File: src/rtl/multicycle_control_fsm.sv
// Multi-cycle MIPS sequencing controller: IF/ID/EXE/MEM/WB state machine driving datapath enables and selects.
// Build option MCFSM_ILLEGAL_TRAP_EN: undefined opcodes halt and raise a sticky IllegalOp (otherwise they run as NOPs).
module multicycle_control_fsm #(
  parameter int         STATE_W = 3,
  parameter logic [5:0] OP_HALT = 6'b111111
) (
  input  logic               CLK,
  input  logic               Reset,
  input  logic [5:0]         Opcode,
  input  logic               Zero,
  output logic               PCWre,
  output logic               IRWre,
  output logic               RegWre,
  output logic [1:0]         RegDst,
  output logic               WrRegDSrc,
  output logic               ALUSrcA,
  output logic               ALUSrcB,
  output logic [2:0]         ALUOp,
  output logic               ExtSel,
  output logic               mRD,
  output logic               mWR,
  output logic               DBDataSrc,
  output logic [1:0]         PCSrc,
  output logic [STATE_W-1:0] State,
`ifdef MCFSM_ILLEGAL_TRAP_EN
  output logic               IllegalOp,
`endif
  output logic               Halted
);

  localparam logic [STATE_W-1:0] S_IF     = STATE_W'(0);
  localparam logic [STATE_W-1:0] S_ID     = STATE_W'(1);
  localparam logic [STATE_W-1:0] S_EXE_LS = STATE_W'(2);
  localparam logic [STATE_W-1:0] S_MEM    = STATE_W'(3);
  localparam logic [STATE_W-1:0] S_WB_L   = STATE_W'(4);
  localparam logic [STATE_W-1:0] S_EXE_BR = STATE_W'(5);
  localparam logic [STATE_W-1:0] S_EXE_AL = STATE_W'(6);
  localparam logic [STATE_W-1:0] S_WB_AL  = STATE_W'(7);

  localparam logic [5:0] OP_ADD   = 6'b000000;
  localparam logic [5:0] OP_SUB   = 6'b000001;
  localparam logic [5:0] OP_ADDIU = 6'b000010;
  localparam logic [5:0] OP_AND   = 6'b010000;
  localparam logic [5:0] OP_ANDI  = 6'b010001;
  localparam logic [5:0] OP_ORI   = 6'b010010;
  localparam logic [5:0] OP_SLT   = 6'b100110;
  localparam logic [5:0] OP_SW    = 6'b110000;
  localparam logic [5:0] OP_LW    = 6'b110001;
  localparam logic [5:0] OP_BEQ   = 6'b110100;
  localparam logic [5:0] OP_BNE   = 6'b110101;
  localparam logic [5:0] OP_J     = 6'b111000;
  localparam logic [5:0] OP_JR    = 6'b111001;
  localparam logic [5:0] OP_JAL   = 6'b111010;

  localparam logic [2:0] ALU_ADD = 3'b000;
  localparam logic [2:0] ALU_SUB = 3'b001;
  localparam logic [2:0] ALU_AND = 3'b100;
  localparam logic [2:0] ALU_OR  = 3'b011;
  localparam logic [2:0] ALU_SLT = 3'b110;

  localparam logic [1:0] PC_NEXT   = 2'b00;
  localparam logic [1:0] PC_BRANCH = 2'b01;
  localparam logic [1:0] PC_RS     = 2'b10;
  localparam logic [1:0] PC_JUMP   = 2'b11;

  logic [STATE_W-1:0] state_q, state_d;
  logic               halted_q, halted_d;

  // Opcode classification
  logic op_r_form, op_i_form, op_alu;
  logic op_lw, op_sw, op_ls;
  logic op_beq, op_bne, op_br;
  logic op_j, op_jr, op_jal, op_halt;
  logic op_legal;
  logic br_taken;
  logic [2:0] alu_code;

  assign op_r_form = (Opcode == OP_ADD) || (Opcode == OP_SUB) ||
                     (Opcode == OP_AND) || (Opcode == OP_SLT);
  assign op_i_form = (Opcode == OP_ADDIU) || (Opcode == OP_ANDI) || (Opcode == OP_ORI);
  assign op_alu    = op_r_form || op_i_form;
  assign op_lw     = (Opcode == OP_LW);
  assign op_sw     = (Opcode == OP_SW);
  assign op_ls     = op_lw || op_sw;
  assign op_beq    = (Opcode == OP_BEQ);
  assign op_bne    = (Opcode == OP_BNE);
  assign op_br     = op_beq || op_bne;
  assign op_j      = (Opcode == OP_J);
  assign op_jr     = (Opcode == OP_JR);
  assign op_jal    = (Opcode == OP_JAL);
  assign op_halt   = (Opcode == OP_HALT);
  assign op_legal  = op_alu || op_ls || op_br || op_j || op_jr || op_jal || op_halt;
  assign br_taken  = (op_beq && Zero) || (op_bne && !Zero);

  always_comb begin
    case (Opcode)
      OP_SUB:          alu_code = ALU_SUB;
      OP_AND, OP_ANDI: alu_code = ALU_AND;
      OP_ORI:          alu_code = ALU_OR;
      OP_SLT:          alu_code = ALU_SLT;
      default:         alu_code = ALU_ADD;
    endcase
  end

  // State register
  always_ff @(posedge CLK) begin
    if (Reset) begin
      state_q  <= S_IF;
      halted_q <= 1'b0;
    end else begin
      state_q  <= state_d;
      halted_q <= halted_d;
    end
  end

`ifdef MCFSM_ILLEGAL_TRAP_EN
  logic illegal_q, illegal_d;

  always_ff @(posedge CLK) begin
    if (Reset) begin
      illegal_q <= 1'b0;
    end else begin
      illegal_q <= illegal_d;
    end
  end

  assign IllegalOp = illegal_q;
`endif

  // Next-state logic
  always_comb begin
    state_d  = state_q;
    halted_d = halted_q;
`ifdef MCFSM_ILLEGAL_TRAP_EN
    illegal_d = illegal_q;
`endif
    case (state_q)
      S_IF: state_d = halted_q ? S_IF : S_ID;
      S_ID: begin
        if (op_alu) begin
          state_d = S_EXE_AL;
        end else if (op_ls) begin
          state_d = S_EXE_LS;
        end else if (op_br) begin
          state_d = S_EXE_BR;
        end else begin
          state_d = S_IF;
        end
        if (op_halt) begin
          halted_d = 1'b1;
        end
`ifdef MCFSM_ILLEGAL_TRAP_EN
        if (!op_legal) begin
          halted_d  = 1'b1;
          illegal_d = 1'b1;
        end
`endif
      end
      S_EXE_AL: state_d = S_WB_AL;
      S_WB_AL:  state_d = S_IF;
      S_EXE_LS: state_d = S_MEM;
      S_MEM:    state_d = op_lw ? S_WB_L : S_IF;
      S_WB_L:   state_d = S_IF;
      S_EXE_BR: state_d = S_IF;
      default:  state_d = S_IF;
    endcase
  end

  // Output logic
  always_comb begin
    PCWre     = 1'b0;
    IRWre     = 1'b0;
    RegWre    = 1'b0;
    RegDst    = 2'b00;
    WrRegDSrc = 1'b0;
    ALUSrcA   = 1'b0;
    ALUSrcB   = 1'b0;
    ALUOp     = ALU_ADD;
    ExtSel    = 1'b0;
    mRD       = 1'b0;
    mWR       = 1'b0;
    DBDataSrc = 1'b0;
    PCSrc     = PC_NEXT;
    case (state_q)
      S_IF: IRWre = 1'b1;
      S_ID: begin
        if (op_j || op_jal) begin
          PCWre = 1'b1;
          PCSrc = PC_JUMP;
        end else if (op_jr) begin
          PCWre = 1'b1;
          PCSrc = PC_RS;
        end
        // JAL links PC+4 into $31 in its decode cycle
        if (op_jal) begin
          RegWre    = 1'b1;
          RegDst    = 2'b00;
          WrRegDSrc = 1'b0;
        end
`ifndef MCFSM_ILLEGAL_TRAP_EN
        if (!op_legal) begin
          PCWre = 1'b1;
          PCSrc = PC_NEXT;
        end
`endif
      end
      S_EXE_AL: begin
        ALUOp   = alu_code;
        ALUSrcB = op_i_form;
        ExtSel  = (Opcode == OP_ADDIU);
      end
      S_WB_AL: begin
        RegWre    = 1'b1;
        WrRegDSrc = 1'b1;
        DBDataSrc = 1'b0;
        PCWre     = 1'b1;
        PCSrc     = PC_NEXT;
        RegDst    = op_r_form ? 2'b10 : 2'b01;
      end
      S_EXE_LS: begin
        ALUSrcB = 1'b1;
        ExtSel  = 1'b1;
        ALUOp   = ALU_ADD;
      end
      S_MEM: begin
        if (op_lw) begin
          mRD = 1'b1;
        end else if (op_sw) begin
          mWR   = 1'b1;
          PCWre = 1'b1;
          PCSrc = PC_NEXT;
        end
      end
      S_WB_L: begin
        RegWre    = 1'b1;
        RegDst    = 2'b01;
        WrRegDSrc = 1'b1;
        DBDataSrc = 1'b1;
        PCWre     = 1'b1;
        PCSrc     = PC_NEXT;
      end
      S_EXE_BR: begin
        ALUOp  = ALU_SUB;
        ExtSel = 1'b1;
        PCWre  = 1'b1;
        PCSrc  = br_taken ? PC_BRANCH : PC_NEXT;
      end
      default: ;
    endcase
    // Reset and halt both freeze every architectural write
    if (Reset || halted_q) begin
      PCWre  = 1'b0;
      IRWre  = 1'b0;
      RegWre = 1'b0;
      mWR    = 1'b0;
    end
  end

  assign State  = state_q;
  assign Halted = halted_q;

endmodule

File: config.mk
export PLATFORM = sky130hd
export DESIGN_NAME = multicycle_control_fsm
export DESIGN_NICKNAME = d
export VERILOG_FILES = /design/src/rtl/multicycle_control_fsm.sv
export SDC_FILE = /design/constraint.sdc
export NUM_CORES = 1
export LEC_CHECK = 0
export ABC_AREA = 1
export CAP_MARGIN = 20
export CORE_UTILIZATION = 44
export CTS_BUF_LIST = sky130_fd_sc_hd__clkbuf_4 sky130_fd_sc_hd__clkbuf_8
export DETAILED_ROUTE_END_ITERATION = 8
export PLACE_DENSITY_LB_ADDON = 0.05
export SLEW_MARGIN = 20
export SYNTH_ARGS = -nofsm -noshare
export SYNTH_HDL_FRONTEND = slang
export SYNTH_SLANG_ARGS = --single-unit
File: constraint.sdc
create_clock -name CLK -period 1.85 [get_ports CLK]
set_input_delay 0.37 -clock CLK [delete_from_list [all_inputs] [get_ports CLK]]
set_output_delay 0.37 -clock CLK [all_outputs]
set_load 0.01 [all_outputs]
==> results of run 1 <==
-- cells in the mapped netlist, types with 2 or more instances --
| cell type | count | area, um2 |
|---|---|---|
| nand2_4 | 2 | 22.5 |
| nand2_2 | 3 | 18.8 |
| inv_1 | 16 | 60.1 |
| nor2_1 | 22 | 82.6 |
| dfxtp_1 | 4 | 80.1 |
| a31oi_1 | 2 | 12.5 |
| nand3_1 | 10 | 50.1 |
| nor3_1 | 4 | 20.0 |
| nor2_2 | 3 | 18.8 |
| nand2_1 | 20 | 75.1 |
| o21ai_0 | 3 | 15.0 |
| a21oi_1 | 4 | 20.0 |
| inv_2 | 3 | 11.3 |
| nand3_2 | 3 | 30.0 |
-- per-stage QoR --
step / TNS, ns / setup slack [ns]
detailed placement: -9.47 / -0.834
global placement: -8.07 / -0.721
floorplan: 0 / 0.200
-- kinds of logic after synthesis --
group	after synthesis	share of synthesized area (%)
compound gates	13	13.2
xor+xnor	1	1.46
buf+inv	20	13.2
flops	4	13.4
other cells	1	0.627
simple gates	71	58.2
==> results.md, run 1 <==
- IO Pins: 30
- Post-synthesis net count: between 100 and 150
- GP Congestion: just under 0.9
- Syn Inst Count: 110
- Outcome: did not finish
- Initial core utilization: around 50%
- Seq/Total Area, Yosys: a little over an eighth
- Post-CTS sizing: 97
- Post-synth ARST share: 0%
- Horiz. Die Dim: around 39 um
- H-Tree Depth: 1
- Post-DP HPWL: around 2200 um
- Number of synthesized register bits: 4
- Yosys warns: 0
- CTS Root Cell: clkbuf_4
- Cell area after synthesis: about 600 um2
- EDFF count, synth: 0
- Die height: roughly 40 um
- Placed cell count: 178
- Total CTS buffers: 3
- Most used DFF post-synth: dfxtp_1
- DP Area: about 1100 um2
- Port Buf Inserts: 28
- Error: [ERROR DPL-0038] Utilization greater than 100%, impossible to legalize
- Post-CTS Setup Inserts: 4
- CTS Hold Bufs: 0
- Yosys cell types: 25
- Mean post-synth cell area: approximately 5.4 um2
- Clk sinks: 4
- CTS Buffer Depth: 2
- Failing step: 4_1_cts
- Row cnt: 12
==> run 2, diff against run 1 <==
--- a/config.mk
+++ b/config.mk
@@ -7,10 +7,10 @@
 export LEC_CHECK = 0
 export ABC_AREA = 1
 export CAP_MARGIN = 20
-export CORE_UTILIZATION = 44
-export CTS_BUF_LIST = sky130_fd_sc_hd__clkbuf_4 sky130_fd_sc_hd__clkbuf_8
+export CORE_AREA = 2 2 63 65
 export DETAILED_ROUTE_END_ITERATION = 8
-export PLACE_DENSITY_LB_ADDON = 0.05
+export DIE_AREA = 0 0 65 67
+export PLACE_DENSITY_LB_ADDON = 0.15
 export SLEW_MARGIN = 20
 export SYNTH_ARGS = -nofsm -noshare
 export SYNTH_HDL_FRONTEND = slang
==> run 2 against run 1 <==
  * The flow now finishes without violations
  * Synthesized cell count stayed put
  * Synthesized area stayed put
==> results.md, run 2 <==
- Outcome: completed (was did not finish)
- HP Class: flip-flop to flip-flop
- Clk_lat worst skew: 0.21 ns
- Total number of vias: around 930
- Crit path time final: 1.82 ns
- Post-synthesis net count: 119 (unchanged)
- CTS Buffer Depth: 2 (unchanged)
- DRC: 0
- Lkg Pwr: about 0.00069 uW
- Most used DFF post-synth: dfxtp_1 (unchanged)
- Total GRT Usage: approximately an eighth
- Area Overhead vs Synth: 124%
- Largest net degree at the start of global routing: 7
- Core ar.: 3610 um2
- Post-DP HPWL: 2010 um (was 2210 um)
- Routed Antenna Nets: 0
- Row cnt: 22 (was 12)
- Largest cells by area after synthesis: nor2_1, dfxtp_1, nand2_1, inv_1, nand3_1 (unchanged)
- Critical path class: input pin to output port
- Layout Cells excl Fill: 227
- Crit path DAT: 1.45 ns
- Post-synth top area cell: nor2_1 (unchanged)
- H-Tree Depth: 1 (unchanged)
- N_diodes: 0
- Syn Inst Count: 110 (unchanged)
- First-pass DRT Iterations: 4
- Slew Viols, Final: 0
- Initial antenna violation count: 0
- Overall power: about 480 uW
- Vias in the first global route: 939
- Placed cell count: 222 (was 178)
- Max reg flops: 3
- Iteration-0 DRC Markers: 35
- Fin Clk Skew: 0.000198 ns
- Most common cell after layout, fill and taps aside: buf_4
- EDFF count, synth: 0 (unchanged)
- Yosys top cell area share: 13.8% (unchanged)
- Mean post-synth cell area: 5.44 um2 (unchanged)
- Post-synth ARST share: 0% (unchanged)
- Setup crit start kind: input pin
- Die area: around 4400 um2
- CTS clock-pin slew for the worst setup and hold paths: ~0.030 ns
- CTS Hold Bufs: 0 (unchanged)
- Aggregate global routing overflow: 0
- IO Pins: 30 (unchanged)
- Most frequent cells after synthesis: nor2_1, nand2_1, inv_1 (unchanged)
- Cell area after synthesis: 598 um2 (unchanged)
- Commonest non-fill, non-tap cells in the layout: buf_4, nand2_1, inv_1, nor2_1, nor2_4
- Worst-path fanout max: 5
- Vias per cell: roughly 4
- Count leader, synth: nor2_1 (unchanged)
- CTS tree: yes
- Final Hold Viols: 0
- Avg WL per Cell: roughly 11 um
- Unrepaired setup endpoints after global routing: yes
- Total CTS buffers: 3 (unchanged)
- Critical-path cell list: clkdlybuf4s50_1 > or2_4 > a31oi_1 > clkdlybuf4s15_2
- WP data required: 1.48 ns
- WL final: 2390 um
- Layout cells sized above 1: 58.7%
- Seq/Total Area, Yosys: 13.4% (unchanged)
- Max_cap viols: 0
- Initial core utilization: 16.6% (was 50.4%)
- Die height: 67 um (was 38.9 um)
- Port Buf Inserts: 28 (unchanged)
- Fin crit share: a little over nine tenths
- Buffers & Inverters on Critical Path: 2
- Clk sinks: 4 (unchanged)
- Slowest stage cell, crit path: clkdlybuf4s50_1
- F_max: ~0.55 GHz
- Yosys warns: 0 (unchanged)
- First-pass GRT wire length: between 4000 and 5000 um
- CP delay by family, top: buffers and inverters
- GP Congestion: 0.837 (was 0.892)
- Horiz. Die Dim: 65 um (was 38.9 um)
- Finish-stage setup viols: 0
- Number of synthesized register bits: 4 (unchanged)
- CTS Root Cell: clkbuf_8 (was clkbuf_4)
- CP Capture Type: output port
- Yosys cell types: 25 (unchanged)
- Nets: 190
- Largest stage delay, worst path: between 0.4 and 0.5 ns
- VDD IR max: between 100 and 150 uV
- PD cells: around 360 nW/um2
[run 2: area by class of cell]
class	count	area, um2
inverters	19	73.8
clock buffers	3	41.3
fillers	393	2260
multi-input cells	86	579
well taps	48	60.1
flip-flops and latches	4	81.3
repair buffers	67	505
[run 2: tightest hold or removal path: stages (launching register included)]
cell and delay (ns):
dfxtp_1 0.32, buf_4 0.12, nor2_1 0.04, nor2_1 0.07
[run 2: cell families (layout without fill, tap and decap cells)]
family	Yosys count	in the layout	synth area share (%)
xor+xnor	1	1	1.46
simple gates	71	71	58.2
other cells	1	1	0.627
compound gates	13	13	13.2
buf+inv	20	89	13.2
flops	4	4	13.4
[run 2: repair_timing]
action / 4_1_cts / 5_1_grt
pin swaps: 6 / 1
resized for setup: 88 / 28
setup endpoints to repair: 16 / 12
buffers inserted: 2 / 0
[run 2: stage by stage]
stage / hold WS (ns) / TNS, ns / utilization [%] / instance area (um2) / setup slack, ns
4_1_cts: 0.590 / -0.0126 / 36.8 / 1330 / -0.0126
3_5_place_dp: 0.585 / -9.17 / 33.5 / 1210 / -0.787
6_report: 0.581 / 0 / 37.2 / 1340 / 0.0312
2_1_floorplan: 0.439 / 0 / - / 598 / 0.200
3_3_place_gp: 0.551 / -9.40 / 33.5 / 1210 / -0.782
5_1_grt: 0.611 / -0.0601 / 37.2 / 1340 / -0.0275
[run 2: per-layer routing]
| layer | vias to the layer above | wire (um) | track usage [%] |
|---|---|---|---|
| met5 | - | 0 | 0 |
| met4 | 0 | 0 | 2.39 |
| met3 | 0 | 77 | 2.20 |
| met2 | 20 | 1150 | 20.9 |
| met1 | 419 | 1160 | 15.8 |
| li1 | 492 | - | - |
[run 2: where the power goes]
group | total (uW) | internal (uW) | switching (uW)
clock network | 181 | 138 | 42.2
logic | 201 | 96.8 | 104
registers | 98.0 | 91.8 | 6.19
[run 2: worst paths after layout]
check | from | endpoint | depth (start not counted) | slack (ns)
max | Reset | RegWre | 4 | 0.03
min | Halted$_SDFFE_PP0P_ | Halted$_SDFFE_PP0P_ | 3 | 0.58
max reg2reg | State[2]$_SDFF_PP0_ | State[2]$_SDFF_PP0_ | 6 | 0.64
min reg2reg | Halted$_SDFFE_PP0P_ | Halted$_SDFFE_PP0P_ | 3 | 0.58
Note: power is estimated with default switching activity, not from simulation.
==> run 3, diff against run 2 <==
--- a/config.mk
+++ b/config.mk
@@ -11,7 +11,6 @@
 export DETAILED_ROUTE_END_ITERATION = 8
 export DIE_AREA = 0 0 65 67
 export PLACE_DENSITY_LB_ADDON = 0.15
-export SLEW_MARGIN = 20
 export SYNTH_ARGS = -nofsm -noshare
 export SYNTH_HDL_FRONTEND = slang
 export SYNTH_SLANG_ARGS = --single-unit
==> results of run 3 <==
The final DEF is identical to that of run 2; final timing and power are the same.
